## config.mk

```make
export PLATFORM = sky130hd
export DESIGN_NAME = pawn_flat
export DESIGN_NICKNAME = d
export VERILOG_FILES = /design/src/rtl/chess_pkg.sv /design/src/rtl/pawn_if.sv /design/src/rtl/pawn_target_calc.sv /design/src/rtl/pawn.sv /design/src/flat_wrapper.sv
export SDC_FILE = /design/constraint.sdc
export NUM_CORES = 2
export LEC_CHECK = 0
export ABC_CLOCK_PERIOD_IN_PS = 14300
export CORE_MARGIN = 2
export CORE_UTILIZATION = 30
export DETAILED_ROUTE_END_ITERATION = 12
export PLACE_DENSITY_LB_ADDON = 0.2
export SYNTH_ARGS = -nofsm -noshare
export SYNTH_HDL_FRONTEND = slang
export SYNTH_SLANG_ARGS = --single-unit
```

## constraint.sdc

```tcl
create_clock -name clk -period 14.3 [get_ports clk]
set_input_delay 2.86 -clock clk [delete_from_list [all_inputs] [get_ports clk]]
set_output_delay 2.86 -clock clk [all_outputs]
set_load 0.03 [all_outputs]
```

## src/rtl/chess_pkg.sv

```systemverilog
// rtl/chess_pkg.sv - piece codes, register map and pawn helpers for the pawn move generator
package chess_pkg;
    localparam int BOARD_SQUARES = 64;
    localparam int MAX_MOVES     = 4;

    typedef logic signed [7:0] piece_t;

    // White codes are positive, black codes are their negation.
    localparam piece_t EMPTY   = 8'sd0;
    localparam piece_t W_PAWN0 = 8'sd1,  W_PAWN1 = 8'sd2,  W_PAWN2 = 8'sd3,  W_PAWN3 = 8'sd4;
    localparam piece_t W_PAWN4 = 8'sd5,  W_PAWN5 = 8'sd6,  W_PAWN6 = 8'sd7,  W_PAWN7 = 8'sd8;
    localparam piece_t B_PAWN0 = -8'sd1, B_PAWN1 = -8'sd2, B_PAWN2 = -8'sd3, B_PAWN3 = -8'sd4;
    localparam piece_t B_PAWN4 = -8'sd5, B_PAWN5 = -8'sd6, B_PAWN6 = -8'sd7, B_PAWN7 = -8'sd8;
    localparam piece_t ROOK    = 8'sd9,  KNIGHT  = 8'sd10, BISHOP  = 8'sd11, KING    = 8'sd12;
    localparam piece_t QUEEN0  = 8'sd39, QUEEN1  = 8'sd40, QUEEN2  = 8'sd41, QUEEN3  = 8'sd42;
    localparam piece_t QUEEN4  = 8'sd43, QUEEN5  = 8'sd44, QUEEN6  = 8'sd45, QUEEN7  = 8'sd46;
    localparam piece_t QUEEN8  = 8'sd47;
    localparam piece_t PROMO_OFFSET = 8'sd39;

    localparam logic [3:0] REG_CTRL = 4'd0;
    localparam logic [3:0] REG_SRC  = 4'd1;
    localparam logic [3:0] REG_DST  = 4'd2;
    localparam logic [3:0] REG_X    = 4'd3;
    localparam logic [3:0] REG_Y    = 4'd4;

    typedef enum logic [2:0] {S_IDLE, S_LOAD, S_GEN, S_WRITE, S_DONE} state_e;

    function automatic logic is_pawn(input piece_t p);
        return (p >= 8'sd1 && p <= 8'sd8) || (p <= -8'sd1 && p >= -8'sd8);
    endfunction

    function automatic piece_t promote(input piece_t p);
        return p[7] ? p - PROMO_OFFSET : p + PROMO_OFFSET;
    endfunction

    function automatic logic opposite(input piece_t p, input piece_t t);
        return (t != EMPTY) && (t[7] != p[7]);
    endfunction
endpackage

```

## src/rtl/pawn_if.sv

```systemverilog
// rtl/pawn_if.sv - register slave and byte-wide memory master bus of the pawn move generator
interface pawn_if;
    logic        slave_waitrequest;
    logic [3:0]  slave_address;
    logic        slave_read;
    logic [31:0] slave_readdata;
    logic        slave_write;
    logic [31:0] slave_writedata;
    logic        master_waitrequest;
    logic [31:0] master_address;
    logic        master_read;
    logic [31:0] master_readdata;
    logic        master_readdatavalid;
    logic        master_write;
    logic [31:0] master_writedata;

    // slave: the accelerator side; master: the host/memory side driving it
    modport slave (
        output slave_waitrequest, slave_readdata,
        output master_address, master_read, master_write, master_writedata,
        input  slave_address, slave_read, slave_write, slave_writedata,
        input  master_waitrequest, master_readdata, master_readdatavalid
    );
    modport master (
        input  slave_waitrequest, slave_readdata,
        input  master_address, master_read, master_write, master_writedata,
        output slave_address, slave_read, slave_write, slave_writedata,
        output master_waitrequest, master_readdata, master_readdatavalid
    );
endinterface

```

## src/rtl/pawn_target_calc.sv

```systemverilog
// rtl/pawn_target_calc.sv - combinational pawn move targets in emission order
module pawn_target_calc
    import chess_pkg::*;
(
    input  logic [7:0]                 board_i [BOARD_SQUARES],
    input  logic [2:0]                 x_i,
    input  logic [2:0]                 y_i,
    input  piece_t                     code_i,
    output logic [MAX_MOVES-1:0]       valid_o,
    output logic [MAX_MOVES-1:0][5:0]  to_o,
    output logic [MAX_MOVES-1:0][7:0]  placed_o
);
    logic       pawn, white, fwd_ok, dbl_ok, promo;
    logic [2:0] y1, y2;
    logic [5:0] sq1, sq2, sql, sqr;
    piece_t     fwd_code;

    always_comb begin
        pawn     = is_pawn(code_i);
        white    = ~code_i[7];
        y1       = white ? y_i + 3'd1 : y_i - 3'd1;
        y2       = white ? y_i + 3'd2 : y_i - 3'd2;
        // A pawn on its last rank has no forward square; y would wrap otherwise.
        fwd_ok   = pawn && (white ? (y_i != 3'd7) : (y_i != 3'd0));
        dbl_ok   = pawn && (white ? (y_i == 3'd1) : (y_i == 3'd6));
        promo    = white ? (y1 == 3'd7) : (y1 == 3'd0);
        fwd_code = promo ? promote(code_i) : code_i;
        sq1      = {y1, x_i};
        sq2      = {y2, x_i};
        sql      = {y1, x_i - 3'd1};
        sqr      = {y1, x_i + 3'd1};

        valid_o[0] = fwd_ok && (board_i[sq1] == 8'd0);
        valid_o[1] = dbl_ok && (board_i[sq1] == 8'd0) && (board_i[sq2] == 8'd0);
        valid_o[2] = fwd_ok && (x_i != 3'd0) && opposite(code_i, board_i[sql]);
        valid_o[3] = fwd_ok && (x_i != 3'd7) && opposite(code_i, board_i[sqr]);
        to_o       = {sqr, sql, sq2, sq1};
        placed_o   = {fwd_code, fwd_code, code_i, fwd_code};
    end
endmodule

```

## src/rtl/pawn.sv

```systemverilog
// rtl/pawn.sv - pawn move generator: loads a board, writes one result board per legal move
module pawn
    import chess_pkg::*;
(
    input logic   clk,
    input logic   rst,
    pawn_if.slave bus
);
    state_e      state_q, state_d;
    logic [31:0] src_q, dst_q, run_src_q, run_dst_q;
    logic [2:0]  x_q, y_q, run_x_q, run_y_q;
    logic [5:0]  idx_q, idx_d;
    logic        rd_pend_q, rd_pend_d;
    logic [2:0]  mv_q, mv_d, cnt_q, cnt_d;
    logic [7:0]  board_q [BOARD_SQUARES];

    logic [MAX_MOVES-1:0]      mv_valid;
    logic [MAX_MOVES-1:0][5:0] mv_to;
    logic [MAX_MOVES-1:0][7:0] mv_code;
    logic [5:0]                from_sq, to_sq;
    logic [7:0]                out_byte;
    logic                      start;

    assign from_sq = {run_y_q, run_x_q};
    assign to_sq   = mv_to[mv_q[1:0]];
    assign start   = bus.slave_write && (bus.slave_address == REG_CTRL);

    pawn_target_calc u_calc (
        .board_i  (board_q),
        .x_i      (run_x_q),
        .y_i      (run_y_q),
        .code_i   (board_q[from_sq]),
        .valid_o  (mv_valid),
        .to_o     (mv_to),
        .placed_o (mv_code)
    );

    always_comb begin
        out_byte = board_q[idx_q];
        if (idx_q == from_sq)    out_byte = 8'd0;
        else if (idx_q == to_sq) out_byte = mv_code[mv_q[1:0]];
    end

    always_ff @(posedge clk) begin
        if (rst) begin
            src_q <= '0; dst_q <= '0; x_q <= '0; y_q <= '0;
        end else if (bus.slave_write) begin
            case (bus.slave_address)
                REG_SRC: src_q <= bus.slave_writedata;
                REG_DST: dst_q <= bus.slave_writedata;
                REG_X:   x_q   <= bus.slave_writedata[2:0];
                REG_Y:   y_q   <= bus.slave_writedata[2:0];
                default: ;
            endcase
        end
    end

    always_ff @(posedge clk) begin
        if (rst) begin
            state_q   <= S_IDLE;
            idx_q     <= '0;
            rd_pend_q <= 1'b0;
            mv_q      <= '0;
            cnt_q     <= '0;
            run_src_q <= '0; run_dst_q <= '0; run_x_q <= '0; run_y_q <= '0;
            for (int i = 0; i < BOARD_SQUARES; i++) board_q[i] <= 8'd0;
        end else begin
            state_q   <= state_d;
            idx_q     <= idx_d;
            rd_pend_q <= rd_pend_d;
            mv_q      <= mv_d;
            cnt_q     <= cnt_d;
            // Register snapshot at start so writes during a run only affect the next one.
            if (state_q == S_IDLE && start) begin
                run_src_q <= src_q; run_dst_q <= dst_q; run_x_q <= x_q; run_y_q <= y_q;
            end
            if (state_q == S_LOAD && rd_pend_q && bus.master_readdatavalid)
                board_q[idx_q] <= bus.master_readdata[7:0];
        end
    end

    always_comb begin
        state_d   = state_q;
        idx_d     = idx_q;
        rd_pend_d = rd_pend_q;
        mv_d      = mv_q;
        cnt_d     = cnt_q;
        bus.master_read      = 1'b0;
        bus.master_write     = 1'b0;
        bus.master_address   = '0;
        bus.master_writedata = '0;
        case (state_q)
            S_IDLE: if (start) begin
                state_d = S_LOAD; idx_d = '0; rd_pend_d = 1'b0; mv_d = '0; cnt_d = '0;
            end
            S_LOAD: begin
                if (!rd_pend_q) begin
                    bus.master_read    = 1'b1;
                    bus.master_address = run_src_q + {26'd0, idx_q};
                    if (!bus.master_waitrequest) rd_pend_d = 1'b1;
                end else if (bus.master_readdatavalid) begin
                    rd_pend_d = 1'b0;
                    idx_d     = idx_q + 6'd1;
                    if (idx_q == 6'd63) state_d = S_GEN;
                end
            end
            S_GEN: begin
                if (mv_q == 3'(MAX_MOVES))    state_d = S_DONE;
                else if (mv_valid[mv_q[1:0]]) begin state_d = S_WRITE; idx_d = '0; end
                else                          mv_d = mv_q + 3'd1;
            end
            S_WRITE: begin
                bus.master_write     = 1'b1;
                bus.master_address   = run_dst_q + {23'd0, cnt_q, idx_q};
                bus.master_writedata = {24'd0, out_byte};
                if (!bus.master_waitrequest) begin
                    idx_d = idx_q + 6'd1;
                    if (idx_q == 6'd63) begin
                        cnt_d = cnt_q + 3'd1; mv_d = mv_q + 3'd1; state_d = S_GEN;
                    end
                end
            end
            S_DONE:  state_d = S_IDLE;
            default: state_d = S_IDLE;
        endcase
    end

    always_comb begin
        bus.slave_waitrequest = 1'b0;
        bus.slave_readdata    = '0;
        if (bus.slave_read) begin
            case (bus.slave_address)
                REG_CTRL: begin
                    if (state_q != S_IDLE) bus.slave_waitrequest = 1'b1;
                    else                   bus.slave_readdata = {29'd0, cnt_q};
                end
                REG_SRC: bus.slave_readdata = src_q;
                REG_DST: bus.slave_readdata = dst_q;
                REG_X:   bus.slave_readdata = {29'd0, x_q};
                REG_Y:   bus.slave_readdata = {29'd0, y_q};
                default: bus.slave_readdata = '0;
            endcase
        end
    end
endmodule

```

## src/flat_wrapper.sv

```systemverilog
// flat-port wrapper written by rule: the top's interface ports become plain ports
module pawn_flat import chess_pkg::*;
  (clk, rst, bus_slave_waitrequest, bus_slave_readdata, bus_master_address, bus_master_read, bus_master_write, bus_master_writedata, bus_slave_address, bus_slave_read, bus_slave_write, bus_slave_writedata, bus_master_waitrequest, bus_master_readdata, bus_master_readdatavalid);
  pawn_if bus_i ();
  input logic clk;
  input logic rst;
  output wire logic [$bits(bus_i.slave_waitrequest)-1:0] bus_slave_waitrequest;
  output wire logic [$bits(bus_i.slave_readdata)-1:0] bus_slave_readdata;
  output wire logic [$bits(bus_i.master_address)-1:0] bus_master_address;
  output wire logic [$bits(bus_i.master_read)-1:0] bus_master_read;
  output wire logic [$bits(bus_i.master_write)-1:0] bus_master_write;
  output wire logic [$bits(bus_i.master_writedata)-1:0] bus_master_writedata;
  input wire logic [$bits(bus_i.slave_address)-1:0] bus_slave_address;
  input wire logic [$bits(bus_i.slave_read)-1:0] bus_slave_read;
  input wire logic [$bits(bus_i.slave_write)-1:0] bus_slave_write;
  input wire logic [$bits(bus_i.slave_writedata)-1:0] bus_slave_writedata;
  input wire logic [$bits(bus_i.master_waitrequest)-1:0] bus_master_waitrequest;
  input wire logic [$bits(bus_i.master_readdata)-1:0] bus_master_readdata;
  input wire logic [$bits(bus_i.master_readdatavalid)-1:0] bus_master_readdatavalid;
  assign bus_slave_waitrequest = bus_i.slave_waitrequest;
  assign bus_slave_readdata = bus_i.slave_readdata;
  assign bus_master_address = bus_i.master_address;
  assign bus_master_read = bus_i.master_read;
  assign bus_master_write = bus_i.master_write;
  assign bus_master_writedata = bus_i.master_writedata;
  assign bus_i.slave_address = bus_slave_address;
  assign bus_i.slave_read = bus_slave_read;
  assign bus_i.slave_write = bus_slave_write;
  assign bus_i.slave_writedata = bus_slave_writedata;
  assign bus_i.master_waitrequest = bus_master_waitrequest;
  assign bus_i.master_readdata = bus_master_readdata;
  assign bus_i.master_readdatavalid = bus_master_readdatavalid;
  pawn u_core (.clk(clk), .rst(rst), .bus(bus_i));
endmodule
```

==> impl_results.md <==
- Crit path launch type: flop
- Clk_skew: 64.0 ps
- Slew margin rel.: 10.8%
- Fin crit share: 75.2%
- Final setup violation count: 0
- Crit. End Element: output pin
- Total track usage: between 20% and 30%
- Worst r2r path cells: 15
- P_leak: 13.5 nW
- Hold Fails Final Rpt: 0
- # H-tree levels: 3
- Filler instances: 13,401
- Status: complete, no violations
- Largest net degree at the start of global routing: between 150 and 200
- Die area: 131,000 sq um
- Reg2reg end: u_core.idx_q[3]
- Cell Rows: 131
- Crit path time final: ~11,000 ps
- Crit path max-delay cell type: a211oi_1
- Top post-synthesis cells by area: dfxtp_1 (35%), nand2_1 (12%), mux4_2 (10%), a21oi_1 (9.4%), o22ai_1 (5.3%)
- Seq cells post-synth: approximately 670
- Seq/Total Area, Yosys: about a third
- Number of distinct library cells after synthesis: 93
- WS Path Type: flop to output pin
- Met3 Use GR: 5.72%
- Critical-path cell list: buf_4 > buf_4 > mux4_2 > mux4_2 > a22o_1 > a221oi_1 > inv_1 > ha_1 > a21oi_1 > o21bai_1 > a21oi_1 > xnor2_1 > mux2_2 > nor2_1 > a211oi_1 > clkdlybuf4s50_1
- Setup TNS: 0 ps
- WL final: 180,000 um
- Starting Density: 30.2%
- Die height: 362 um
- First-pass GRT wire length: about 260,000 um
- PwrDens: approximately 98 nW/um^2
- Area of the multi-input gates: between 20,000 and 25,000 sq um
- Post-cts resize count: 0
- GR peak layer: met2
- M2 GR Usage: about two fifths
- Post-CTS setup buffers: 0
- Synth Cell Area: 38,400 sq um
- Clk root buf: clkbuf_16
- Clock buffer depth: 3
- R2R Path Start: u_core.run_x_q[1]
- Slew at the pin closest to its max-slew limit: 1330 ps
- Final Hold Slack: between 400 and 500 ps
- M1 GR Usage: 35.7%
- Maximum achievable frequency: 0.0929 GHz
- Remaining Overflow, GRT: 0
- RSZ-0062 raised after global routing: no
- Post-synth ARST share: 0%
- # Max-Cap Violations: 0
- 1st-pass router iterations: 6
- Post-synth EDFFs: 0
- Peak supply drop: 0.0000806 V
- Vias after detailed routing: ~40,000
- DR WL/cell: 27.4 um
- Commonest non-fill, non-tap cell in the layout: nand2_1
- Hold crit path type: flop to flop
- Arrival time worst endpoint: just under 8000 ps
- DR iter-0 viols: 5,246
- Top cell type's share of synthesized area: 34.8%
- DP Wirelength: approximately 120,000 um
- Worst-path clk slew: 60 ps
- Vias in the first global route: 37,212
- Max stage delay on crit path: 990 ps
- ANT nets after route: 0
- Prevailing post-synth register cell: dfxtp_1
- Synthesis-to-finish area growth: 13.7%
- Io pins: around 170
- Clock Latency Late Sink: 700 ps
- Worst reg2reg setup slack: 7540 ps
- Core area: 127,000 sq um
- Nets: 4,940
- Vias per cell: 6.08
- Hold EP: u_core.run_dst_q[27]
- Clock sinks: 668
- Hold depth: 2
- Worst Path Required: 11,440 ps
- Synth warn: 0
- Syn Inst Count: 4,934
- Layout cell share with drive strength beyond 1: 9.58%
- Max-slew violation count: 0
- Most frequent cells in the layout: nand2_1 (1,248), a21oi_1 (723), dfxtp_1 (664)
- CTS buffer count: slightly above 80
- Initial antenna violation count: 8
- Crit-path max FO: 58
- Chip width: 362 um
- Post-synth top area cell: dfxtp_1
- GPL Wtd Cong: 1.02
- CTS tree: yes
- DR DRC count: 0
- Post-CTS Hold Fix Bufs: 0
- Avg Inst Size Synth: between 7 and 8 sq um
- Port Buffer Count: about 120
- Hold Startpoint: u_core.dst_q[27]
- Area occupied by registers: approximately 13,000 sq um
[flip-flops by register name, summed over array words and instances, names as in the netlist]
register	flops
u_core.board_q	512
u_core.dst_q	32
u_core.run_dst_q	32
u_core.run_src_q	32
u_core.src_q	32
u_core.idx_q	6
u_core.cnt_q	3
u_core.mv_q	3
u_core.run_x_q	3
u_core.run_y_q	3
u_core.state_q	3
u_core.x_q	3
u_core.y_q	3
u_core.rd_pend_q	1
[Yosys cell counts, types with 60 or more instances]
cell type and count:
nor4_1 163, o22ai_1 325, dfxtp_1 668, nand2_1 1253, clkbuf_1 312, mux4_2 170, nor2_1 192, a22oi_1 60
a21oi_1 723, nand3_1 296, mux2i_1 65, nor3_1 64
[critical path, delay by kind of cell (launching register included)]
family / cells / cell delay, ps
XOR/XNOR: 1 / 140
buffers and inverters: 4 / 2190
adder cells (fa/ha/maj): 1 / 360
flip-flops: 1 / 680
AO/OA/AOI/OAI: 6 / 2310
multiplexers: 3 / 1410
AND/OR/NAND/NOR: 1 / 40
[routing by layer]
layer	routed length, um	up-vias
met5	61	-
met4	8040	10
met3	17300	418
met2	79300	2174
met1	75000	19537
li1	-	17727
[cell type report]
cell class / count / share of cell area [%]
diodes: 2 / 0.0115
clock buffers: 115 / 5.31
clock inverters: 36 / 1.34
inverters: 37 / 0.318
multi-input cells: 3835 / 53.4
flip-flops and latches: 668 / 30.7
well taps: 1662 / 4.77
repair buffers: 203 / 4.21
[cells by family (layout without fill, tap and decap cells)]
family | Yosys count | after routing | synth area share [%]
buf+inv | 454 | 391 | 5.23
mux | 258 | 258 | 12.5
fa+ha+maj | 39 | 39 | 1.33
compound gates | 1301 | 1301 | 19.7
flops | 668 | 668 | 34.8
simple gates | 2133 | 2133 | 24.6
xor+xnor | 80 | 80 | 1.85
other cells | 1 | 26 | 0.00977
[how the worst max path moves through the flow]
| stage | start | slack [ps] | to | cells past startpoint |
|---|---|---|---|---|
| 2_1_floorplan | u_core.run_x_q[0] | 6440 | bus_master_writedata[4] | 20 |
| 3_3_place_gp | u_core.run_x_q[0] | 4500 | bus_master_writedata[5] | 16 |
| 3_5_place_dp | u_core.run_x_q[0] | 4500 | bus_master_writedata[5] | 16 |
| 4_1_cts | u_core.run_x_q[0] | 3740 | bus_master_writedata[5] | 16 |
| 5_1_grt | u_core.run_x_q[0] | 3440 | bus_master_writedata[5] | 16 |
| 6_report | u_core.run_x_q[0] | 3540 | bus_master_writedata[5] | 16 |
[metrics by stage]
stage	instances	setup slack, ps	power, mW	instance area (sq um)	util (%)
2_1_floorplan	4957	6440	1.98	38500	-
3_3_place_gp	6405	4500	2.03	40700	32.0
3_5_place_dp	6405	4500	2.03	40700	32.0
4_1_cts	6556	3740	4.29	43600	34.3
5_1_grt	6557	3440	4.37	43600	34.3
6_report	6558	3540	4.26	43600	34.3
[where the power goes]
part	leakage (nW)	internal, mW	total (mW)	switching (mW)
Sequential	5.38	1.86	1.87	0.00319
Combinational	6.68	0.0240	0.128	0.104
Clock	1.41	1.34	2.26	0.918
Total	13.5	3.23	4.26	1.02
(Power assumes the default switching activity.)
